## config.mk

```make
export PLATFORM = sky130hd
export DESIGN_NAME = two_reg_fifo
export DESIGN_NICKNAME = d
export VERILOG_FILES = /design/src/rtl/two_reg_fifo_pkg.sv /design/src/rtl/two_reg_fifo_slot.sv /design/src/rtl/two_reg_fifo.sv
export SDC_FILE = /design/constraint.sdc
export NUM_CORES = 1
export LEC_CHECK = 0
export ABC_AREA = 1
export CAP_MARGIN = 20
export CORE_ASPECT_RATIO = 0.6
export CORE_MARGIN = 4
export CORE_UTILIZATION = 40
export CTS_CLUSTER_DIAMETER = 60
export DETAILED_ROUTE_END_ITERATION = 8
export HOLD_SLACK_MARGIN = 0.02
export MAX_ROUTING_LAYER = met4
export PLACE_DENSITY = 0.66
export SETUP_SLACK_MARGIN = 0.05
export SYNTH_ARGS = -nofsm -noshare
export SYNTH_HDL_FRONTEND = slang
export SYNTH_HIERARCHICAL = 1
export SYNTH_SLANG_ARGS = --single-unit
```

## constraint.sdc

```tcl
create_clock -name clk -period 1.4 [get_ports clk]
set_input_delay 0.28 -clock clk [delete_from_list [all_inputs] [get_ports clk]]
set_output_delay 0.28 -clock clk [all_outputs]
set_load 0.02 [all_outputs]
```

## src/rtl/two_reg_fifo_pkg.sv

```systemverilog
// Shared types and constants for the two-entry register FIFO.
// Valid encodings for the head/tail slot pair.
package two_reg_fifo_pkg;
  localparam int DEPTH = 2;

  typedef logic [1:0] vld_t;

  localparam vld_t VLD_EMPTY = 2'b00;
  localparam vld_t VLD_ONE   = 2'b01;
  localparam vld_t VLD_FULL  = 2'b11;
endpackage

```

## src/rtl/two_reg_fifo_slot.sv

```systemverilog
// One FIFO storage slot: data register plus valid bit.
// Load sets valid; clear drops valid but keeps the data.
module two_reg_fifo_slot #(
  parameter int WIDTH = 32
) (
  input  logic             clk,
  input  logic             rst,
  input  logic             ld,
  input  logic             clr,
  input  logic [WIDTH-1:0] d,
  output logic [WIDTH-1:0] q,
  output logic             vld
);

  always_ff @(posedge clk or posedge rst) begin
    if (rst) begin
      q   <= '0;
      vld <= 1'b0;
    end else if (ld) begin
      q   <= d;
      vld <= 1'b1;
    end else if (clr) begin
      vld <= 1'b0;
    end
  end

endmodule

```

## src/rtl/two_reg_fifo.sv

```systemverilog
// Two-entry first-word fall-through FIFO built from two register slots.
// Define TWO_REG_FIFO_ASSERT_EN to enable overflow/underflow/state assertions.
module two_reg_fifo
  import two_reg_fifo_pkg::*;
#(
  parameter int WIDTH = 32
) (
  input  logic             clk,
  input  logic             rst,
  input  logic             iWrEn,
  input  logic [WIDTH-1:0] iWrDat,
  input  logic             iRdEn,
  output logic             oFul,
  output logic             oEmpty,
  output logic [1:0]       oDatVld,
  output logic [WIDTH-1:0] oRdDat
);

  logic             v0, v1;
  logic             ld0, clr0, ld1, clr1;
  logic [WIDTH-1:0] q0, q1, d0;
  vld_t             vld;

  assign vld = {v1, v0};

  // Full ignores writes; empty ignores reads.
  always_comb begin
    ld0  = 1'b0;
    clr0 = 1'b0;
    ld1  = 1'b0;
    clr1 = 1'b0;
    d0   = iWrDat;
    unique case (vld)
      VLD_EMPTY: ld0 = iWrEn;
      VLD_ONE: begin
        if (iRdEn) begin
          ld0  = iWrEn;
          clr0 = !iWrEn;
        end else begin
          ld1  = iWrEn;
        end
      end
      VLD_FULL: begin
        ld0  = iRdEn;
        d0   = q1;
        clr1 = iRdEn;
      end
      default: ;
    endcase
  end

  two_reg_fifo_slot #(.WIDTH(WIDTH)) u_slot0 (
    .clk (clk),
    .rst (rst),
    .ld  (ld0),
    .clr (clr0),
    .d   (d0),
    .q   (q0),
    .vld (v0)
  );

  two_reg_fifo_slot #(.WIDTH(WIDTH)) u_slot1 (
    .clk (clk),
    .rst (rst),
    .ld  (ld1),
    .clr (clr1),
    .d   (iWrDat),
    .q   (q1),
    .vld (v1)
  );

  assign oDatVld = vld;
  assign oEmpty  = (vld == VLD_EMPTY);
  assign oFul    = (vld == VLD_FULL);
  assign oRdDat  = q0;

`ifdef TWO_REG_FIFO_ASSERT_EN
  always @(posedge clk) begin
    if (!rst) begin
      a_ovf: assert (!(iWrEn && oFul))
        else $error("two_reg_fifo overflow");
      a_udf: assert (!(iRdEn && oEmpty))
        else $error("two_reg_fifo underflow");
      a_vld: assert (vld != 2'b10)
        else $error("two_reg_fifo illegal valid state");
    end
  end
`endif

endmodule

```

==> run metrics <==
status complete, but fails checks; failing checks negative setup slack; Routed Antenna Nets 0; synth-to-layout area growth 60.4%; DP Cell Count 565; CP max FO 8; gr busiest metal met2; DIE WIDTH 122 microns; crit path launch type flop; Crit. End Element flop; Required @ worst endpoint 1.62 ns; Total Die Area 0.00939 sq mm; IO buf count 71; Max VDD drop 0.872 mV; Leakage Power 2.65 nW; simple-gate area share of the yosys netlist 37.4%; via count 2991; register area share after synthesis between 50% and 60%; clk buf depth 2; met3 usage 8.82%; maximum clock rate ~660 MHz; Post-Synth XOR/XNOR Area 0%; number of global-route vias before repair 3020; layout cells sized above 1 ~33%; Final Cycle Share 109%; Setup WS post-layout -0.120 ns; CP Launch Point u_slot1/vld; Compound-Gate Fraction of Synth Area 0.159%; RD Place Congestion 0.759; HP Class input pin to async pin; final setup fails 68; Hold Buf Count CTS 0; # diodes 0; CTS tree built; Vias/cell 4.88; DR WL/cell 16.5 microns; initial antenna violation count 0; H-tree Lvls 3; measured slew at the worst slew-check pin 0.364 ns; most frequent cells in the layout nand2_1, nand2_2, dfrtp_1; overall power 12.8 mW; Clk Latency, worst-skew pair 0.34 ns; total routed wirelength 10100 microns; TritonCTS Sinks 66; Cell Area, Synth 0.00314 sq mm; Final Util between 60% and 70%; Root Buffer clkbuf_16; Rows 24; Post-Synthesis Cells 400; Place WS -0.269 ns; WHS about 0.42 ns; area of the core 0.00745 sq mm; main combinational cell family by area after synthesis simple AND/OR/NAND/NOR gates; final cell count without fillers roughly 600; Netlist cell types 14; max-slew violation count 0; Num CTS Buffers 9; area of the multi-input gates 0.00147 sq mm; grt met2 use 35.2%; Initial Utilization 42.2%; Post-Synth Adder-Cell Area 0%; Synth warnings 6; critical path arrival 1.74 ns; Reg area 0.00165 sq mm; Final Hold Fails 0; first-pass GRT wire length 15900 microns; PwrDens 2540 mW/mm^2; First-pass DRT Iterations 5; register clock-pin slew on the reported worst setup and hold paths approximately 0.050 ns; Post-Syn Nets 436; minimum clock period around 1.5 ns; Iteration-0 DRC Markers 211; Synth Area per Inst 7.86 sq um; # fillers approximately 600; IO Pins 72; Yosys reg bits 66; RSZ-0062 raised after global routing yes; skew final 0.00610 ns; pin count of the biggest net entering global routing 34; post-synthesis mux area share 0%; most common cell after layout, fill and taps aside nand2_1; post-DP HPWL roughly 5100 microns; GR Overflow Total 0; r2r startpoint u_slot1/vld; max-cap viol count 0; Final #Nets 540; DR DRC count 0; met1 Use GR between 20 and 30%; Slew headroom 75.8%; Total GRT Usage 23.1%; die height 76.7 microns; crit path kind flop to flop
[logic make-up after synthesis]
kind of cell,count (synthesis)
compound gates,1
buf+inv,33
flops,66
simple gates,300
[layer usage]
| layer | vias up | part of all wire (%) | wire [microns] |
|---|---|---|---|
| met2 | 121 | 49 | 4950 |
| met1 | 1450 | 41 | 4170 |
| met5 | - | 0 | 0 |
| li1 | 1408 | - | - |
| met4 | 0 | 0.73 | 74 |
| met3 | 12 | 9.3 | 940 |
[cell usage after synthesis (all sizes together)]
| cell type | count | area share (%) |
|---|---|---|
| inv | 11 | 1.9 |
| clkbuf | 6 | 2.6 |
| nor3 | 1 | 0.16 |
| nand2 | 295 | 37 |
| nor2 | 4 | 0.48 |
| a21oi | 1 | 0.16 |
| dfrtp | 66 | 53 |
| buf | 16 | 5.5 |
[critical path, stage by stage (launching register included)]
cell and delay (ns):
dfrtp_2 0.43, buf_6 0.14, inv_4 0.05, nand2_4 0.05, a21oi_4 0.18, buf_12 0.13, buf_12 0.10, buf_12 0.14
clkinv_16 0.09, nand2_4 0.06, nand2_2 0.05
[metrics by stage]
step	setup TNS, ns	instance area, sq um
6_report	-5.75	5040
5_1_grt	-9.26	5040
4_1_cts	-4.27	4870
3_5_place_dp	-15.57	3920
3_3_place_gp	-13.47	3920
2_1_floorplan	0	3140
[worst paths after layout]
kind                            endpoint  slack, ns  depth (start not counted)
max                        u_slot0/q[23]      -0.12                         10
min                        u_slot0/q[10]       0.42                          3
max reg2reg                u_slot0/q[23]      -0.12                         10
min reg2reg                 u_slot0/q[7]       0.47                          2
max in group asynchronous    u_slot1/vld       0.71                          3
min in group clk            u_slot0/q[7]       0.47                          2
[report_power, final]
group | internal (mW) | switching (mW) | total, mW
clock network | 1.57 | 0.799 | 2.37
registers | 2.83 | 0.727 | 3.55
logic | 3.09 | 3.79 | 6.88
total | 7.49 | 5.32 | 12.8
[what timing repair did]
action	4_1_cts	5_1_grt
pin swaps	3	7
resized for setup	122	96
setup endpoints to repair	101	89
gates cloned	11	1
setup buffers	19	4
[flip-flops by register name (all words and copies together), names as in the netlist]
| register | flops |
|---|---|
| u_slot1/vld | 1 |
| u_slot1/q | 32 |
| u_slot0/q | 32 |
| u_slot0/vld | 1 |
[final cells by class]
| class | instances | area share, % |
|---|---|---|
| clock inverter | 1 | 0.596 |
| clock buffer | 15 | 5.71 |
| timing repair inverter | 6 | 2.18 |
| tap | 104 | 2.58 |
| inverter | 11 | 1.61 |
| timing repair buffer | 109 | 25.3 |
| multi-input combinational | 301 | 29.2 |
| sequential | 66 | 32.8 |
(Power assumes the default switching activity.)
==> edit: new RTL, config.mk and constraints unchanged <==
`WIDTH` is set to 32 in 2 places; all go to 48.
--- a/src/rtl/two_reg_fifo_slot.sv
+++ b/src/rtl/two_reg_fifo_slot.sv
@@ -2,5 +2,5 @@
 // Load sets valid; clear drops valid but keeps the data.
 module two_reg_fifo_slot #(
-  parameter int WIDTH = 32
+  parameter int WIDTH = 48
 ) (
   input  logic             clk,
--- a/src/rtl/two_reg_fifo.sv
+++ b/src/rtl/two_reg_fifo.sv
@@ -4,5 +4,5 @@
   import two_reg_fifo_pkg::*;
 #(
-  parameter int WIDTH = 32
+  parameter int WIDTH = 48
 ) (
   input  logic             clk,
Ports: changed (resized iWrDat and oRdDat); port bits go from 72 to 104. The function was not compared with the original's and may differ.
==> edit against the original RTL <==
- sequential cell count grew 32
- largest power group unchanged
- synthesized cell count rose by 47%
- area after synthesis is 39% higher
- the run still ends with setup timing left
- setup slack worse by 23 ps
- maximum frequency fell by 1.5%
- wire length is 60% higher
- total power increased by 37%
- design area grew 43%
==> edit: results (changes against the original RTL) <==
status finished, violations left; failing checks setup timing; fillers 783 (+31%); n_diodes 0 (unchanged); post-synthesis xor/xnor area fraction 0% (unchanged); clock slew at the register clock pins of the worst setup and hold paths 70 ps (+20 ps); Synth Net Count 638 (+46%); leak pwr 3.81 nW (+44%); top cells by area, synth dfrtp_1 56%, nand2_1 38%, buf_4 1.9%; top cells by count, synth 438 x nand2_1, 98 x dfrtp_1, 16 x buf_2; Worst IR Drop VDD 0.00108 V (+24%); final WL 16.2 mm (+60%); GRT Total Usage 23.7% (+0.52 points); post-CTS resize count 146 (+20%); NumNets Final 785 (+45%); sequential fraction of the synthesis area 56.3% (+3.7 points); largest net degree at the start of global routing 49 (+44%); Detail Placement HPWL 7.44 mm (+46%); first-pass GRT wire length 22.1 mm (+39%); # setup viols final 102 (+50%); fraction of layout cells with a size suffix above 1 24.0% (-9.2 points); vias per inst 5.12 (+4.9%); Synth Area in Compound Gates 0.115% (-0.044 points); slew margin rel. 78.9% (+3.1 points); mux share of post-synthesis cell area 0% (unchanged); Post-CTS Repair Setup Buffers 17 (-2); Post-DP Area 5660 um^2 (+45%); sw frac 40.9% (-0.61 points); Inst Count DP 816 (+44%); worst slack, placed -268 ps (+1.25 ps); CTS Buffer Depth 2 (unchanged); Worst Setup Slack, final -143 ps (-22.6 ps); I/O Buffers 103 (+45%); DRC viols 0 (unchanged); Syn Inst Count 586 (+47%); Fin Setup TNS -8180 ps (-2430 ps); Max FO, Critical Path 5 (-3); Skew-Pair Late Insertion Delay about 350 ps; count of pins over their slew limit 0 (unchanged); # hold bufs at CTS 0 (unchanged); CTS Buf Count 9 (unchanged); Max Clock Skew 5.39 ps (-0.702 ps); Root Buffer clkbuf_16; synth warn 6 (unchanged); async set-or-reset flop fraction in the synthesized netlist 100% (unchanged); number of global-route vias before repair 4,202 (+39%); Iteration-0 DRC Markers 512 (+140%); antenna violations before repair 0 (unchanged); fin cells 877 (+43%); Top Registers u_slot0/q: 48 flops, u_slot1/q: 48 flops; Yosys cell types 13 (-1); Hold/Removal Path Class in2async; Placer Congestion 0.787 (+3.7%); adder-cell share of the synthesized area 0% (unchanged); H-tree Lvls 3 (unchanged)
## edit: power groups by stage
stage / combinational [W] / clock (W) / sequential (W)
global placement: 0.00660 / 0 / 0.00493
CTS: 0.00771 / 0.00307 / 0.00492
finish: 0.00946 / 0.00303 / 0.00504
floorplan: 0.00337 / 0 / 0.00559
global route: 0.0102 / 0.00317 / 0.00519
detailed placement: 0.00676 / 0 / 0.00496
## edit: metal layers
layer / share of wire [%] / GRT usage, % / vias to the layer above
met4: 3.2 / 6.99 / 0
met3: 8.8 / 5.99 / 42
met2: 45 / 36.2 / 244
met1: 43 / 31.5 / 2153
li1: - / - / 2051
met5: 0 / - / -
## edit: area by class of cell
| class | count | area, um^2 | share of cell area, % |
|---|---|---|---|
| sequential | 98 | 2450 | 34.1 |
| timing repair buffer | 167 | 2170 | 30.2 |
| multi-input combinational | 445 | 1940 | 27.0 |
| clock buffer | 9 | 225 | 3.13 |
| tap | 139 | 174 | 2.42 |
| clock inverter | 7 | 141 | 1.97 |
| inverter | 11 | 73.8 | 1.03 |
| timing repair inverter | 1 | 8.76 | 0.122 |
## edit: critical path, cell delays in order, from the launching register on
cell and delay, ps:
dfrtp_1 400, buf_6 120, inv_4 30, nor2_4 110
inv_2 60, nor2_4 120, buf_8 120, buf_12 110
buf_12 130, clkbuf_16 160, nand2_2 40, nand2_1 70
## edit: final timing paths
kind / cells past startpoint / from / slack [ps] / endpoint
hold reg to reg: 2 / u_slot0/q[47] / 470 / u_slot0/q[47]
hold / removal: 3 / rst / 450 / u_slot1/vld
max in group asynchronous: 3 / rst / 690 / u_slot1/q[14]
setup / recovery: 11 / u_slot0/vld / -140 / u_slot1/q[6]
min in group clk: 2 / u_slot0/q[47] / 470 / u_slot0/q[47]
setup reg to reg: 11 / u_slot0/vld / -140 / u_slot1/q[6]
